`config.mk`:
```
export PLATFORM = sky130hd
export DESIGN_NAME = button_mode_ctrl_flat
export DESIGN_NICKNAME = d
export VERILOG_FILES = /design/src/rtl/button_mode_if.sv /design/src/rtl/button_mode_ctrl.sv /design/src/flat_wrapper.sv
export SDC_FILE = /design/constraint.sdc
export NUM_CORES = 1
export LEC_CHECK = 0
export CAP_MARGIN = 20
export CORE_MARGIN = 3
export CORE_UTILIZATION = 45
export DETAILED_ROUTE_END_ITERATION = 16
export GPL_TIMING_DRIVEN = 0
export MAX_ROUTING_LAYER = met4
export PLACE_DENSITY = 0.76
export SLEW_MARGIN = 20
export SYNTH_ARGS = -nofsm -noshare
export SYNTH_HDL_FRONTEND = slang
export SYNTH_SLANG_ARGS = --single-unit
export TNS_END_PERCENT = 20
```
`constraint.sdc`:
```
create_clock -name clk -period 1.9 [get_ports clk]
set_input_delay 0.285 -clock clk [delete_from_list [all_inputs] [get_ports clk]]
set_output_delay 0.285 -clock clk [all_outputs]
set_load 0.01 [all_outputs]
```
`src/rtl/button_mode_if.sv`:
```
// Button-to-mode-controller link: debounced level in, event pulses and mode index out.
interface button_mode_if #(
  parameter int MODE_W = 3
);
  logic              pb_debounce;
  logic              press_pulse;
  logic              short_pulse;
  logic              long_pulse;
  logic [MODE_W-1:0] mode;

  modport master (output pb_debounce, input press_pulse, short_pulse, long_pulse, mode);
  modport slave  (input pb_debounce, output press_pulse, short_pulse, long_pulse, mode);
endinterface

```
`src/rtl/button_mode_ctrl.sv`:
```
// Press interpreter: turns the debounced button level into press/short/long pulses
// and keeps the display-mode index (short press advances, long press returns to 0).
module button_mode_ctrl #(
  parameter int LONG_CYCLES = 1000,
  parameter int NUM_MODES   = 8,
  parameter int MODE_W      = 3
) (
  input  logic         clk,
  input  logic         rst_n,
  button_mode_if.slave bus
);
  localparam int CW = $clog2(LONG_CYCLES + 1);
  localparam logic [CW-1:0]     LONG_C   = CW'(LONG_CYCLES);
  localparam logic [MODE_W-1:0] MODE_MAX = MODE_W'(NUM_MODES - 1);

  typedef enum logic [1:0] {IDLE, PRESSED, HELD} state_t;

  state_t            state;
  logic              pb_prev;
  logic [CW-1:0]     hold_cnt;
  logic [MODE_W-1:0] mode_q;
  logic              press_q, short_q, long_q;
  logic              pb, rise;

  assign pb   = bus.pb_debounce;
  assign rise = pb & ~pb_prev;

  always_ff @(posedge clk or negedge rst_n) begin
    if (!rst_n) begin
      // pb_prev starts high so a button held through reset is not taken as a press
      pb_prev  <= 1'b1;
      state    <= IDLE;
      hold_cnt <= '0;
      mode_q   <= '0;
      press_q  <= 1'b0;
      short_q  <= 1'b0;
      long_q   <= 1'b0;
    end else begin
      pb_prev <= pb;
      press_q <= 1'b0;
      short_q <= 1'b0;
      long_q  <= 1'b0;
      case (state)
        IDLE: begin
          if (rise) begin
            state    <= PRESSED;
            hold_cnt <= CW'(1);
            press_q  <= 1'b1;
          end
        end
        PRESSED: begin
          if (pb) begin
            if (hold_cnt + CW'(1) == LONG_C) begin
              hold_cnt <= LONG_C;
              long_q   <= 1'b1;
              mode_q   <= '0;
              state    <= HELD;
            end else begin
              hold_cnt <= hold_cnt + CW'(1);
            end
          end else begin
            short_q <= 1'b1;
            mode_q  <= (mode_q == MODE_MAX) ? '0 : mode_q + MODE_W'(1);
            state   <= IDLE;
          end
        end
        HELD: begin
          // count stays saturated; the release is silent since the long press was reported
          if (!pb) state <= IDLE;
        end
        default: state <= IDLE;
      endcase
    end
  end

  assign bus.press_pulse = press_q;
  assign bus.short_pulse = short_q;
  assign bus.long_pulse  = long_q;
  assign bus.mode        = mode_q;
endmodule
```
`src/flat_wrapper.sv`:
```
// flat-port wrapper written by rule: the top's interface ports become plain ports
module button_mode_ctrl_flat 
#(
  parameter int LONG_CYCLES = 1000,
  parameter int NUM_MODES   = 8,
  parameter int MODE_W      = 3
)
  (clk, rst_n, bus_pb_debounce, bus_press_pulse, bus_short_pulse, bus_long_pulse, bus_mode);
  button_mode_if #(.MODE_W(MODE_W)) bus_i ();
  input  logic clk;
  input  logic rst_n;
  input wire logic [$bits(bus_i.pb_debounce)-1:0] bus_pb_debounce;
  output wire logic [$bits(bus_i.press_pulse)-1:0] bus_press_pulse;
  output wire logic [$bits(bus_i.short_pulse)-1:0] bus_short_pulse;
  output wire logic [$bits(bus_i.long_pulse)-1:0] bus_long_pulse;
  output wire logic [$bits(bus_i.mode)-1:0] bus_mode;
  assign bus_i.pb_debounce = bus_pb_debounce;
  assign bus_press_pulse = bus_i.press_pulse;
  assign bus_short_pulse = bus_i.short_pulse;
  assign bus_long_pulse = bus_i.long_pulse;
  assign bus_mode = bus_i.mode;
  button_mode_ctrl #(.LONG_CYCLES(LONG_CYCLES), .NUM_MODES(NUM_MODES), .MODE_W(MODE_W)) u_core (.clk(clk), .rst_n(rst_n), .bus(bus_i));
endmodule
```
; ---- After elaboration in Yosys (flattened, before gate mapping)
; Cells that the tools add are included.
[op_classes]
reduce_logical = 5
muxes = 19
add_sub_neg = 2
bitwise_logic = 2
n_eq_ne = 9
[ops]
columns = op, count
row1 = $mux W10, 3
row2 = $pmux W10 S2, 1
row3 = $add A10 B1 Y10 const B, 1
row4 = $eq A10 B10 Y1 const B, 1
row5 = $mux W3, 3
row6 = $mux W2, 4
row7 = $mux W1, 7
row8 = $pmux W2 S3, 1
row9 = $reduce_and A3 Y1, 2
row10 = $ne A2 B1 Y1 const B, 2
row11 = $ne A2 B2 Y1 const B, 2
row12 = $add A3 B1 Y3 const B, 1
row13 = $eq A3 B3 Y1 const B, 1
row14 = $ne A3 B2 Y1 const B, 1
row15 = $eq A2 B1 Y1 const B, 1
row16 = $eq A2 B2 Y1 const B, 1
row17 = $logic_not A2 Y1, 1
row18 = $reduce_and A2 Y1, 1
row19 = $reduce_bool A2 Y1, 1
row20 = $and A1 B1 Y1, 1
row21 = $not A1 Y1, 1
[totals]
reg_bits = 19
output_inout_bits = 6

; ---- Longest topological paths before layout
; Gate-level depths: netlist (run 1).
[depth]
depth_word = 5
ltp_mapped = 7
depth_no_buf = 6

; ---- Least setup slack after synthesis (run 1)
; No wires, ideal clock.
[synth_path]
path_type = register -> register
from = register u_core.hold_cnt[0]
to = register u_core.state[1]
setup_ps = 66
path_buffers = 1
setup_slack_ps = 252
period_less_slack_ps = 1648
arrival_ps = 1582
required_ps = 1834
path_stages_with_launch = 7
path_cell_list = dfrtp_1 > and2_4 > buf_6 > nor4b_2 > a21oi_1 > a221oi_4 > a22o_1
[synth_between]
elab_chain_cells = 4
[synth_lines]
columns = element, line_no
row1 = start: declaration, button_mode_ctrl.sv:20  ; logic [CW-1:0] hold_cnt;
row2 = start signal: assignment, button_mode_ctrl.sv:59  ; hold_cnt <= hold_cnt + CW'(1);
row3 = $add A10 B1 Y10, button_mode_ctrl.sv:53  ; if (hold_cnt + CW'(1) == LONG_C) begin
row4 = $eq A10 B10 Y1, button_mode_ctrl.sv:53
row5 = $ne A3 B2 Y1 (no source line), -
row6 = $reduce_and A3 Y1 (no source line), -
row7 = end signal: assignment, button_mode_ctrl.sv:57  ; state <= HELD;
row8 = end signal: assignment, button_mode_ctrl.sv:64  ; state <= IDLE;
row9 = end signal: assignment, button_mode_ctrl.sv:69  ; if (!pb) state <= IDLE;
row10 = end: declaration, button_mode_ctrl.sv:18  ; state_t state;
; No other way between the ends.
; A chain may end at the register's enable or synchronous reset.

; ---- Worst setup path in the final report (run 1)
; Ends and elaborated chain as after synthesis.

==> results of run 1 <==
per-layer routing:
layer  share of wire  wire length, um  vias up
met2            0.49              980       16
met3           0.024               49        5
met4           0.017               35        0
met5               0                0        -
met1            0.47              941      399
li1                -                -      397
stage by stage:
step,utilization,setup WS (ns)
4_1_cts,0.564,0.0395
6_report,0.573,0.0993
3_3_place_gp,0.550,-0.150
3_5_place_dp,0.550,-0.251
2_1_floorplan,-,0.252
5_1_grt,0.573,-0.0330
synthesized netlist by cell type:
cell type,number,share of area
sky130_fd_sc_hd__dfrtp_1,18,0.44
sky130_fd_sc_hd__o21ai_0,13,0.064
sky130_fd_sc_hd__nand2_1,10,0.037
sky130_fd_sc_hd__nor2_1,6,0.022
sky130_fd_sc_hd__a21oi_1,5,0.025
sky130_fd_sc_hd__nand3_1,5,0.025
sky130_fd_sc_hd__nand4_1,4,0.025
sky130_fd_sc_hd__o21ai_1,4,0.020
sky130_fd_sc_hd__clkbuf_1,3,0.011
sky130_fd_sc_hd__ha_1,3,0.037
sky130_fd_sc_hd__a22oi_1,2,0.015
sky130_fd_sc_hd__and2_1,2,0.012
sky130_fd_sc_hd__mux2i_1,2,0.020
sky130_fd_sc_hd__nor3_1,2,0.0098
sky130_fd_sc_hd__nor4b_2,2,0.029
sky130_fd_sc_hd__a221oi_4,1,0.026
sky130_fd_sc_hd__a22o_1,1,0.0086
sky130_fd_sc_hd__a31oi_1,1,0.0061
sky130_fd_sc_hd__and2_4,1,0.0086
sky130_fd_sc_hd__and3_1,1,0.0061
sky130_fd_sc_hd__and4_1,1,0.0086
sky130_fd_sc_hd__buf_2,1,0.0049
sky130_fd_sc_hd__buf_4,1,0.0074
sky130_fd_sc_hd__buf_6,1,0.011
sky130_fd_sc_hd__dfstp_2,1,0.026
sky130_fd_sc_hd__inv_1,1,0.0037
sky130_fd_sc_hd__mux2_2,1,0.011
sky130_fd_sc_hd__nand2b_1,1,0.0061
sky130_fd_sc_hd__nand3_2,1,0.0098
sky130_fd_sc_hd__nor2b_1,1,0.0061
sky130_fd_sc_hd__nor4_2,1,0.012
sky130_fd_sc_hd__o21bai_1,1,0.0074
sky130_fd_sc_hd__o31ai_1,1,0.0074
sky130_fd_sc_hd__o41ai_1,1,0.0086
sky130_fd_sc_hd__or2_2,1,0.0061
sky130_fd_sc_hd__xnor2_1,1,0.0086
sky130_fd_sc_hd__xor2_1,1,0.0086
sequential cells by signal, indices dropped and copies added (netlist names):
register	cells
u_core.bus.long_pulse	1
u_core.pb_prev	1
u_core.bus.mode	3
u_core.bus.press_pulse	1
u_core.state	2
u_core.bus.short_pulse	1
u_core.hold_cnt	10
path summary, 6_finish.rpt:
| check | depth (start not counted) | start | endpoint |
|---|---|---|---|
| worst max-delay path | 6 | u_core.hold_cnt[0] | u_core.state[1] |
| worst min-delay path | 1 | rst_n | u_core.hold_cnt[2] |
| worst max register to register | 6 | u_core.hold_cnt[0] | u_core.state[1] |
| worst min register to register | 1 | u_core.state[1] | u_core.bus.press_pulse |
| max in group asynchronous | 1 | rst_n | u_core.hold_cnt[4] |
| min in group clk | 1 | u_core.state[1] | u_core.bus.press_pulse |
cells by family after synthesis:
group           count (synthesis)  share of synthesized area
simple gates                   39                      0.223
compound gates                 30                      0.187
flops                          19                      0.467
buf+inv                         7                     0.0380
mux                             3                     0.0307
fa+ha+maj                       3                     0.0368
xor+xnor                        2                     0.0172
power groups by stage:
stage / Clock [W] / Sequential (W) / Combinational [W]
floorplan: 0 / 0.000516 / 0.000192
global placement: 0 / 0.000507 / 0.000301
detailed placement: 0 / 0.000509 / 0.000310
CTS: 0.000219 / 0.000502 / 0.000311
global route: 0.000231 / 0.000512 / 0.000363
finish: 0.000211 / 0.000502 / 0.000316
placed cells by master (no fill, tap or decap), drive strengths merged, types with 2 or more instances in the layout:
| master | instances |
|---|---|
| a21oi | 5 |
| clkdlybuf4s50 | 8 |
| dfrtp | 18 |
| clkbuf | 5 |
| mux2i | 2 |
| and2 | 3 |
| nand4 | 4 |
| nor3 | 2 |
| buf | 3 |
| a22oi | 2 |
| nand3 | 6 |
| nor2 | 6 |
| o21ai | 17 |
| nor4b | 2 |
| nand2 | 10 |
| ha | 3 |
cell type report:
cell class,count,share of cell area
timing repair buffer,8,0.0678
multi-input combinational,77,0.442
buffer,5,0.0275
inverter,1,0.00318
sequential,19,0.406
clock inverter,1,0.00636
clock buffer,3,0.0191
tap,27,0.0286
==> results.md, run 1 <==
- Compared with the post-synthesis result, the final layout area differs by 15.8%.
- The worst setup slack for register-to-register paths is 0.1 ns.
- The number of buffer and inverter stages on the critical path is 1.
- STA classifies the critical path endpoint as a flop.
- Headroom to the max-slew limit came out at 0.450.
- The flow ran to the end, and the final reports show no timing, DRC or antenna violations.
- The area used by sequential logic in the layout is 479 sq um.
- The slew of the pin with the lowest slew margin is 0.822 ns.
- The final hold violation count is 0.
- The final-layout fill cell count is 187.
- The clock passes through at most 2 buffers.
- The pin count of the biggest net entering global routing is 20.
- By startpoint and endpoint, the worst setup path is classified as flop to flop.
- The total wire length is 2010 um.
- The boundary pin count is 9.
- The count of clock tree sinks is 19.
- The number of register bits inferred by synthesis is 19.
- The count of buffers inserted at the top-level ports is 8.
- The kind of cell with the highest combined delay along the critical path is compound AO/OA/AOI/OAI gates.
- The final antenna-violating net count is 0.
- Of the available clock period, the critical path in the final layout requires 0.948.
- The via count of the first global-routing pass is 823.
- The total internal power is 0.000694 W.
- The synthesized area is 0.00102 sq mm.
- The part of the power in the clock network is 0.205.
- The first global-routing pass estimated 3640 um of wire.
- Before antenna repair, the detailed router went through 4 iterations.
- The area of combinational cells with multiple inputs is 522 sq um.
- In the final layout, the share of cells above drive strength 1 is 0.193.
- After clock tree synthesis, the flow added hold-fix buffers numbering 0.
- The finished layout holds 141 standard cells, fillers aside.
- The layout net count is 121.
- The DRC violations left is 0.
- On the worst path, the slowest cell contributes a delay of 0.46 ns.
- Of the total power, the share spent switching nets is 0.326.
- The clock tree from TritonCTS is yes.
- The cell row count is 16.
- The tree is rooted in a sky130_fd_sc_hd__clkbuf_4.
- With fillers left out, the area of the finished cells amounts to 0.00118 sq mm.
- For this design the static power due to leakage is 0.478 nW.
- In the routed layout, each cell is associated on average with a via count of 5.79.
- The layer with the highest usage is met2.
- Across every metal layer, demand over resource in global routing totals 0.178.
- The part of the Yosys area used for sequential elements is 0.467.
- The slowest stage of the critical path belongs to the cell sky130_fd_sc_hd__a221oi_4.
- For this configuration, the core starts out at a cell density of 0.495.
- The worst hold slack is 0.444 ns.
- Data on the critical path is required at its endpoint by 2.15 ns.
- Setup violations remaining at the end of the flow were counted as 0.
- The largest fanout on the critical path is 8.
- The antenna cell count is 0.
- The number of nets handed over by synthesis was 109.
- The detailed router placed 817 vias in this run.
- The horizontal die dimension is 53.6 um.
- The average instance area after synthesis is 9.90 sq um.
- The number of clock buffers added by TritonCTS is 3.
- The Yosys step of the flow raised 0 warnings.
- The number of DRC markers after the initial detailed-route iteration is 15.
- Setup repair after global routing could not meet its margin everywhere.
- The region available for standard cell placement spans 0.00206 sq mm.
- The path class of the tightest hold or removal check is primary input to async pin.
- Max-cap violations in this run came to 0.
- Dividing the detail-routed wire length by the instance count gives 14.2 um.
- For met1 alone, demand over resource in global routing was 0.226.
- In this run, post-CTS repair resized a total of 0 instances.
- The power share of the combinational group is 0.307.
- The fmax is 555 MHz.
- The total placed instance area is 0.00113 sq mm.
- In this run the power density over the cells is 871 mW/mm^2.
- Clock latency on the worst-skew pair, taken at its later pin, is 0.30 ns.
- The total global routing overflow is 0.
- Synthesis produced 103 cells.
- The worst clock skew is 0.00926 ns.
- The setup TNS is 0 ns.
- The sequential share of power is 0.488.
- For met3 alone, demand over resource in global routing was 0.0249.
- The worst IR drop on VDD is 0.539 mV.
- In this run the post-CTS setup repair buffer count came out at 0.
- The max-slew violation count is 0.
- The power after layout is 0.00103 W.
- Traced cell by cell, the critical path runs through and2_4 -> buf_6 -> nor4b_4 -> a21oi_2 -> a221oi_4 -> a22o_1.
- In this run the number of H-tree levels came out at 1.
- The die covers 0.00287 sq mm.
- The congestion estimate from routability-driven global placement came to 0.782.
- The number of instances in the placed design is 138.
- The half-perimeter wire length of the detailed placement result is 1370 um.
- The number of library cell types mapped by synthesis is 37.
- The net switching power figure is 0.000335 W.
- The data arrival at the endpoint of the critical path is 2.05 ns.
- The met2 layer usage reported by global route is 0.286.
- The worst setup path is launched from a flop.
- The die span in y is 53.6 um.
- The number of antenna violations at the first check in global routing is 0.
- The final critical-path required period is 1.80 ns.
- After clock tree synthesis, the clock-pin slew on the worst setup and hold paths is 0.12 ns.
Power figures use the tool's default switching activity.
==> inputs of run 2 (changes only) <==
--- a/config.mk
+++ b/config.mk
@@ -7,13 +7,12 @@
 export LEC_CHECK = 0
 export CAP_MARGIN = 20
 export CORE_MARGIN = 3
-export CORE_UTILIZATION = 45
+export CORE_UTILIZATION = 55
 export DETAILED_ROUTE_END_ITERATION = 16
 export GPL_TIMING_DRIVEN = 0
 export MAX_ROUTING_LAYER = met4
-export PLACE_DENSITY = 0.76
+export PLACE_DENSITY_LB_ADDON = 0.15
 export SLEW_MARGIN = 20
 export SYNTH_ARGS = -nofsm -noshare
 export SYNTH_HDL_FRONTEND = slang
 export SYNTH_SLANG_ARGS = --single-unit
-export TNS_END_PERCENT = 20
==> run 2 against run 1 <==
- flip-flop and latch count is the same
- critical endpoint unchanged
- clock skew shrank 0.0022 ns
- largest power group unchanged
- die area shrank 16%
- sequential share of layout area is essentially flat
- sequential power is essentially flat
- critical path type unchanged
- cell area shrank 0.53%
- combinational power is essentially flat
- first-iteration DRC count grew to 2.9 times the previous value
- register-to-register slack is essentially flat
==> results.md, run 2 (synthesis gave the netlist of run 1 again) <==
- The flow ran to the end, and the final reports show no timing, DRC or antenna violations.
- The final antenna-violating net count was 0 (unchanged).
- The deepest level of the CTS H-tree came to 1 (unchanged).
- Leaving out fill and tap cells, the most frequent cell in the layout is sky130_fd_sc_hd__dfrtp_1.
- The pin count of the biggest net entering global routing came to 20 (unchanged).
- The number of DRC markers after the initial detailed-route iteration came to 44 (+29).
- The DRC violations left is 0 (unchanged).
- The total vias in the final route is 826 (+1.1%).
- The fraction of layout cells with a size suffix above 1 is 0.183 (-0.0104).
- The cell row count is 14 (-2).
- The die span in y is 49.1 um (-8.5%).
- The cell chosen for the clock root is sky130_fd_sc_hd__clkbuf_4.
- The total wire length came to 2110 um (+4.9%).
- The placer congestion estimate came to 0.840 (+7.3%).
- The later-pin clock latency in the skew report is 0.30 ns (about the same).
- The fmax is 558 MHz (+0.53%).
- The met1 capacity usage during global routing came to 0.300 (+0.0733).
- The area used by sequential logic in the layout is 477 sq um (-0.52%).
- The final worst-path setup slack is 0.109 ns (+0.00956 ns).
- The half-perimeter wire length of the detailed placement result came to 1380 um (+0.82%).
- The met3 usage is 0.0367 (+0.0118).
- The placeable core region was 0.00163 sq mm (-21%).
- The via count of the first global-routing pass is 723 (-12%).
- Setup repair after global routing left no endpoint under its margin.
- The worst clock skew is 0.00701 ns (-0.00224 ns).
- The layout net count is 122 (+0.83%).
- The final-layout fill cell count is 136 (-27%).
- The total global routing overflow is 0 (unchanged).
- The final hold violation count was 0 (unchanged).
- The overall fraction of global-route tracks in use was 0.196 (+0.0185).
- The antenna cell count is 0 (unchanged).
- The count of buffers inserted at the top-level ports is 8 (unchanged).
- The worst hold path belongs to the class primary input to flop.
- The worst hold slack was 0.211 ns (-0.233 ns).
- The total placed instance area is 0.00113 sq mm (-0.33%).
- The data arrival at the endpoint of the critical path is 2.03 ns (-0.02 ns).
- The reported leakage power is 0.498 nW (+4.1%).
- The total clock buffers created by CTS is 3 (unchanged).
- The top cell types in the final layout, fill and taps aside, are sky130_fd_sc_hd__dfrtp_1, sky130_fd_sc_hd__o21ai_0, sky130_fd_sc_hd__nand2_1.
- The number of antenna violations at the first check in global routing is 0 (unchanged).
- The worst path required time came to 2.14 ns (about the same).
- met1 is the most crowded layer.
- The horizontal die dimension is 49.1 um (-8.5%).
- The via density per instance was 5.94 (+2.6%).
- The power after layout was 0.00103 W (about the same).
- The final critical-path required period is 1.79 ns (-0.00956 ns).
- The area of the die is 0.00241 sq mm (-16%).
- The final design instance area without fill was 0.00117 sq mm (-0.53%).
- The average routed wire per standard cell is 15.1 um (+6.4%).
- The worst IR drop on VDD came to 0.645 mV (+20%).
- The clock tree buffer depth came to 2 (unchanged).
- The utilization after layout is 0.721 (+0.148).
- The count of clock tree sinks is 19 (unchanged).
- The clock-pin slew on the worst setup and hold paths is 0.12 ns (about the same).
- The flip-flop count of the largest register, all copies and words added is 10 (unchanged).
- The slew of the pin with the lowest slew margin came to 0.855 ns (+0.0329 ns).
- TritonCTS built the clock tree.
- The count of final setup violators is 0 (unchanged).
- The max capacitance violation total came to 0 (unchanged).
- The max-slew violation count is 0 (unchanged).
- The largest fanout on the critical path came to 8 (unchanged).
- STA classifies the critical path startpoint as a flop.
- The endpoint class of the critical path is a flop.
- The met2 layer usage reported by global route was 0.261 (-0.0246).
- The starting density of the core was 0.626 (+0.131).
- The max-slew headroom at the worst pin is 0.428 (-0.0220).
- The worst setup path category is flop to flop.
- The number of iterations in the first detailed-routing pass is 4 (unchanged).
- The minimum setup slack after placement was -0.169 ns (+0.0822 ns).
- The boundary pin count came to 9 (unchanged).
- The area of combinational cells with multiple inputs is 514 sq um (-1.4%).
- The part of the cycle the worst path needs is 0.943 (-0.00503).
- The wire length of the first global-routing pass is 3560 um (-2.3%).
- The count of hold-fix buffers inserted at cts is 0 (unchanged).
- The largest register by flop count is u_core.hold_cnt.
- The power per standard cell area is 875 mW/mm^2 (+0.46%).
- From synthesis to final layout, the design area changed by 15.2%.
run 2: per-stage QoR:
step,cells,setup TNS [ns]
finish,139,0
CTS,139,0
floorplan,103,0
global placement,135,-0.696
global route,139,0
detailed placement,135,-0.749
run 2: power breakdown:
| group | switching [W] | total [W] | internal, W | leakage, nW |
|---|---|---|---|---|
| Sequential | 0.0000498 | 0.000505 | 0.000456 | 0.245 |
| Combinational | 0.000159 | 0.000314 | 0.000155 | 0.236 |
| Clock | 0.000131 | 0.000209 | 0.0000784 | 0.0177 |
| Total | 0.000339 | 0.00103 | 0.000689 | 0.498 |
run 2: metal layers:
metal	routed length [um]	vias up
met5	0	-
met4	10	0
met3	65	2
met2	979	21
met1	1050	401
li1	-	402
run 2: repair_timing:
action,in CTS,in global routing
endpoints found under the setup margin,0,10
resized for setup,0,6
setup buffers,0,1
run 2: critical path, cell delays in order (launching register included):
cell and delay, ns:
sky130_fd_sc_hd__dfrtp_1 0.44, sky130_fd_sc_hd__and2_4 0.17, sky130_fd_sc_hd__buf_6 0.12, sky130_fd_sc_hd__nor4b_2 0.26, sky130_fd_sc_hd__a21oi_1 0.14, sky130_fd_sc_hd__a221oi_4 0.26, sky130_fd_sc_hd__buf_4 0.20, sky130_fd_sc_hd__a22o_1 0.14
run 2: layout make-up:
class                   instances  share of cell area
multi-input cells              77               0.438
plain buffers                   5              0.0277
clock inverters                 1             0.00426
clock buffers                   3              0.0192
inverters                       1             0.00319
well taps                      24              0.0256
flip-flops and latches         19               0.406
repair buffers                  9              0.0767
run 2: final timing paths:
kind | endpoint | cells after the start | slack, ns | from
hold / removal | u_core.pb_prev | 1 | 0.21 | bus_pb_debounce
min in group asynchronous | u_core.bus.mode[0] | 1 | 0.46 | rst_n
setup reg to reg | u_core.state[1] | 7 | 0.11 | u_core.hold_cnt[0]
hold reg to reg | u_core.bus.press_pulse | 1 | 0.48 | u_core.state[1]
setup / recovery | u_core.state[1] | 7 | 0.11 | u_core.hold_cnt[0]
max in group asynchronous | u_core.hold_cnt[3] | 1 | 0.91 | rst_n
==> inputs of run 3 (changes only) <==
--- a/config.mk
+++ b/config.mk
@@ -7,11 +7,11 @@
 export LEC_CHECK = 0
 export CAP_MARGIN = 20
 export CORE_MARGIN = 3
-export CORE_UTILIZATION = 55
+export CORE_UTILIZATION = 50
 export DETAILED_ROUTE_END_ITERATION = 16
 export GPL_TIMING_DRIVEN = 0
 export MAX_ROUTING_LAYER = met4
-export PLACE_DENSITY_LB_ADDON = 0.15
+export PLACE_DENSITY_LB_ADDON = 0.05
 export SLEW_MARGIN = 20
 export SYNTH_ARGS = -nofsm -noshare
 export SYNTH_HDL_FRONTEND = slang
==> constraint.sdc (replaced) <==
create_clock -name clk -period 1.6 [get_ports clk]
set_input_delay 0.24 -clock clk [delete_from_list [all_inputs] [get_ports clk]]
set_output_delay 0.24 -clock clk [all_outputs]
set_load 0.01 [all_outputs]
==> run 3 against run 2 <==
- the run now ends with negative setup slack left
- hold slack got worse by 0.043 ns
- sequential share of layout area fell by 4.9 points
- count of clock-buffer cells in the layout did not move
- cell area rose by 15%
- cell count rose by 7.9%
- critical path depth fell by 1
- non-clock buffer count rose by 10
- clock power rose by 23%
- flip-flop and latch count did not move
- combinational power rose by 62%
==> results.md, run 3 (synthesis gave the netlist of run 1 again) <==
- The flow ran to the end, but the final reports show violations.
- The checks that failed: negative setup slack.
- The number of instances in the placed design is 136 (+0.74%).
- The class of the tightest hold or removal check is primary input to flop.
- The wire length of the first global-routing pass is 3780 um (+6.2%).
- The utilization after layout is 0.743 (+0.0218).
- The number of iterations in the first detailed-routing pass is 4 (unchanged).
- The worst path required time is 1.85 ns (-0.29 ns).
- The clock-pin slew on the worst setup and hold paths is 0.12 ns (about the same).
- The worst hold path stage count was 1 (unchanged).
- The starting density of the core was 0.560 (-0.0658).
- The layout overhead on the synthesized area is 32.6%.
- On the critical path the largest part of the delay comes from compound AO/OA/AOI/OAI gates.
- Counting flops per register, the top entry is u_core.hold_cnt.
- The antenna cell count is 0 (unchanged).
- The number of buffer and inverter stages on the critical path is 1 (-1).
- The placer congestion estimate is 0.898 (+7.0%).
- The largest incremental delay on the critical path is 0.46 ns (+0.02 ns).
- The area of the die is 0.00262 sq mm (+8.7%).
- The final instance count without filler cells is 150 (+7.9%).
- The deepest level of the CTS H-tree is 1 (unchanged).
- The layout net count is 132 (+8.2%).
- The total wire length is 2450 um (+16%).
- The max-slew headroom at the worst pin came to 0.444 (+0.0162).
- The number of antenna violations at the first check in global routing came to 0 (unchanged).
- The total placed instance area was 0.00114 sq mm (+1.2%).
- The sequential share of power is 0.444 (-0.047).
- The critical path depth came to 6 (-1).
- The largest fanout on the critical path was 4 (-4).
- The worst setup path is captured at a flop.
- The count of clock tree sinks is 19 (unchanged).
- Setup repair after global routing could not meet its margin everywhere.
- The horizontal die dimension is 51.2 um (+4.3%).
- The DRC violations left was 0 (unchanged).
- The overall fraction of global-route tracks in use was 0.200 (+0.00362).
- The reported leakage power is 0.559 nW (+12%).
- The data arrival at the endpoint of the critical path came to 1.91 ns (-0.12 ns).
- The half-perimeter wire length of the detailed placement result is 1390 um (+0.16%).
- The pin count of the biggest net entering global routing came to 20 (unchanged).
- The setup TNS came to -0.299 ns (-0.299 ns).
- The power per standard cell area is 1020 mW/mm^2 (+16%).
- The library cells used most frequently in the layout, excluding fill and tap cells, are sky130_fd_sc_hd__dfrtp_1, sky130_fd_sc_hd__buf_4, sky130_fd_sc_hd__o21ai_0.
- The worst-case reg-to-reg path depth is 6 (-1).
- The via density per instance came to 6.05 (+1.9%).
- The count of final setup violators is 8 (+8).
- The total internal power is 0.000907 W (+32%).
- The boundary pin count was 9 (unchanged).
- The worst-path cell with the longest stage delay is sky130_fd_sc_hd__dfrtp_2.
- In this run the clock root is driven by a sky130_fd_sc_hd__clkbuf_4.
- The critical path is of the flop to flop type.
- The worst IR drop on VDD is 0.974 mV (+51%).
- The part of the cycle the worst path needs is 1.03 (+0.0920).
- The flip-flop count of the largest register, all copies and words added is 10 (unchanged).
- The final hold violation count is 0 (unchanged).
- The count of hold-fix buffers inserted at cts is 0 (unchanged).
- STA classifies the critical path startpoint as a flop.
- The later-pin clock latency in the skew report was 0.30 ns (about the same).
- The worst setup slack for register-to-register paths is -0.06 ns (-0.16 ns).
- The average routed wire per standard cell was 16.3 um (+7.9%).
- The total vias in the final route is 908 (+9.9%).
- The most common cell after layout, fill and taps aside is sky130_fd_sc_hd__dfrtp_1.
- The total global routing overflow was 0 (unchanged).
- The worst clock skew is 0.00469 ns (-0.00233 ns).
- The clock tree from TritonCTS is yes.
- The switching share of total power is 0.341 (+0.0117).
- The via count of the first global-routing pass is 813 (+12%).
- The final design instance area without fill is 0.00135 sq mm (+15%).
- The final antenna-violating net count is 0 (unchanged).
- The cell row count was 15 (+1).
- The slew of the pin with the lowest slew margin is 0.831 ns (-0.0242 ns).
- The power share of the combinational group was 0.369 (+0.063).
- The die span in y is 51.2 um (+4.3%).
- The final worst-path setup slack is -0.0555 ns (-0.164 ns).
- The max-slew violation count is 0 (unchanged).
- The total clock buffers created by CTS is 3 (unchanged).
- The fraction of layout cells with a size suffix above 1 was 0.352 (+0.169).
- The placeable core region is 0.00182 sq mm (+12%).
- The count of buffers inserted at the top-level ports is 8 (unchanged).
- The signal on the critical path passes through and2_4 -> nor4b_4 -> a21oi_2 -> a221oi_4 -> buf_4 -> a22o_1.
- The part of the power in the clock network is 0.187 (-0.016).
- The clock tree buffer depth is 2 (unchanged).
- The net switching power figure was 0.000470 W (+39%).
- The fmax is 604 MHz (+8.2%).
- The worst hold slack is 0.168 ns (-0.0434 ns).
- The number of DRC markers after the initial detailed-route iteration came to 26 (-41%).
- The max capacitance violation total is 0 (unchanged).
- The final critical-path required period is 1.66 ns (-0.136 ns).
==> run 3: changes by cell type in the layout (fill, tap and decap cells not counted), moves of 2 or more <==
| cell | before | now |
|---|---|---|
| sky130_fd_sc_hd__nor4b_4 | 0 | 2 |
| sky130_fd_sc_hd__nor4b_2 | 2 | 0 |
| sky130_fd_sc_hd__buf_6 | 1 | 3 |
| sky130_fd_sc_hd__nand2_2 | 0 | 2 |
| sky130_fd_sc_hd__nand2_1 | 10 | 8 |
| sky130_fd_sc_hd__dfrtp_1 | 18 | 13 |
| sky130_fd_sc_hd__buf_4 | 2 | 12 |
| sky130_fd_sc_hd__dfrtp_2 | 0 | 5 |
==> run 3: per-layer routing <==
metal | routed length (um) | share of wire | GRT usage
met4 | 58 | 0.024 | 0.0807
met3 | 83 | 0.034 | 0.0262
met1 | 1100 | 0.45 | 0.268
met5 | 0 | 0 | -
met2 | 1210 | 0.49 | 0.307
==> run 3: worst register-to-register path, delay by kind of cell, from the launching register on <==
| family | cells | cell delay, ns |
|---|---|---|
| buffers and inverters | 1 | 0.18 |
| AO/OA/AOI/OAI | 3 | 0.55 |
| AND/OR/NAND/NOR | 2 | 0.43 |
| flip-flops | 1 | 0.46 |
==> run 3: worst paths after layout <==
| kind | from | end |
|---|---|---|
| max in group asynchronous | rst_n | u_core.hold_cnt[6] |
| min in group asynchronous | rst_n | u_core.bus.short_pulse |
| setup / recovery | u_core.hold_cnt[1] | u_core.state[1] |
| hold reg to reg | u_core.hold_cnt[9] | u_core.hold_cnt[9] |
| setup reg to reg | u_core.hold_cnt[1] | u_core.state[1] |
| hold / removal | bus_pb_debounce | u_core.pb_prev |
==> run 3: power groups by stage <==
stage / registers (W) / logic (W) / clock network [W]
after floorplan: 0.000612 / 0.000234 / 0
after global placement: 0.000603 / 0.000364 / 0
after detailed placement: 0.000607 / 0.000386 / 0
after CTS: 0.000607 / 0.000432 / 0.000264
after global routing: 0.000622 / 0.000552 / 0.000291
final: 0.000611 / 0.000508 / 0.000258
==> run 3: layout make-up <==
cell class                 count  area [sq um]
tap                           25          31.3
fill                         141           468
inverter                       1          3.75
buffer                         3          26.3
timing repair buffer          21           188
clock inverter                 1          7.51
clock buffer                   3          22.5
sequential                    19           483
multi-input combinational     77           591
==> run 3: per-stage QoR <==
stage,power (W),setup WS [ns]
2_1_floorplan,0.000846,0.0114
3_3_place_gp,0.000967,-0.448
3_5_place_dp,0.000993,-0.435
4_1_cts,0.00130,-0.0629
5_1_grt,0.00146,-0.137
6_report,0.00138,-0.0555
==> run 3: timing repair <==
item / CTS / global route
resized for setup: 15 / 14
setup buffers: 5 / 8
pin swaps: 5 / 7
endpoints found under the setup margin: 16 / 14
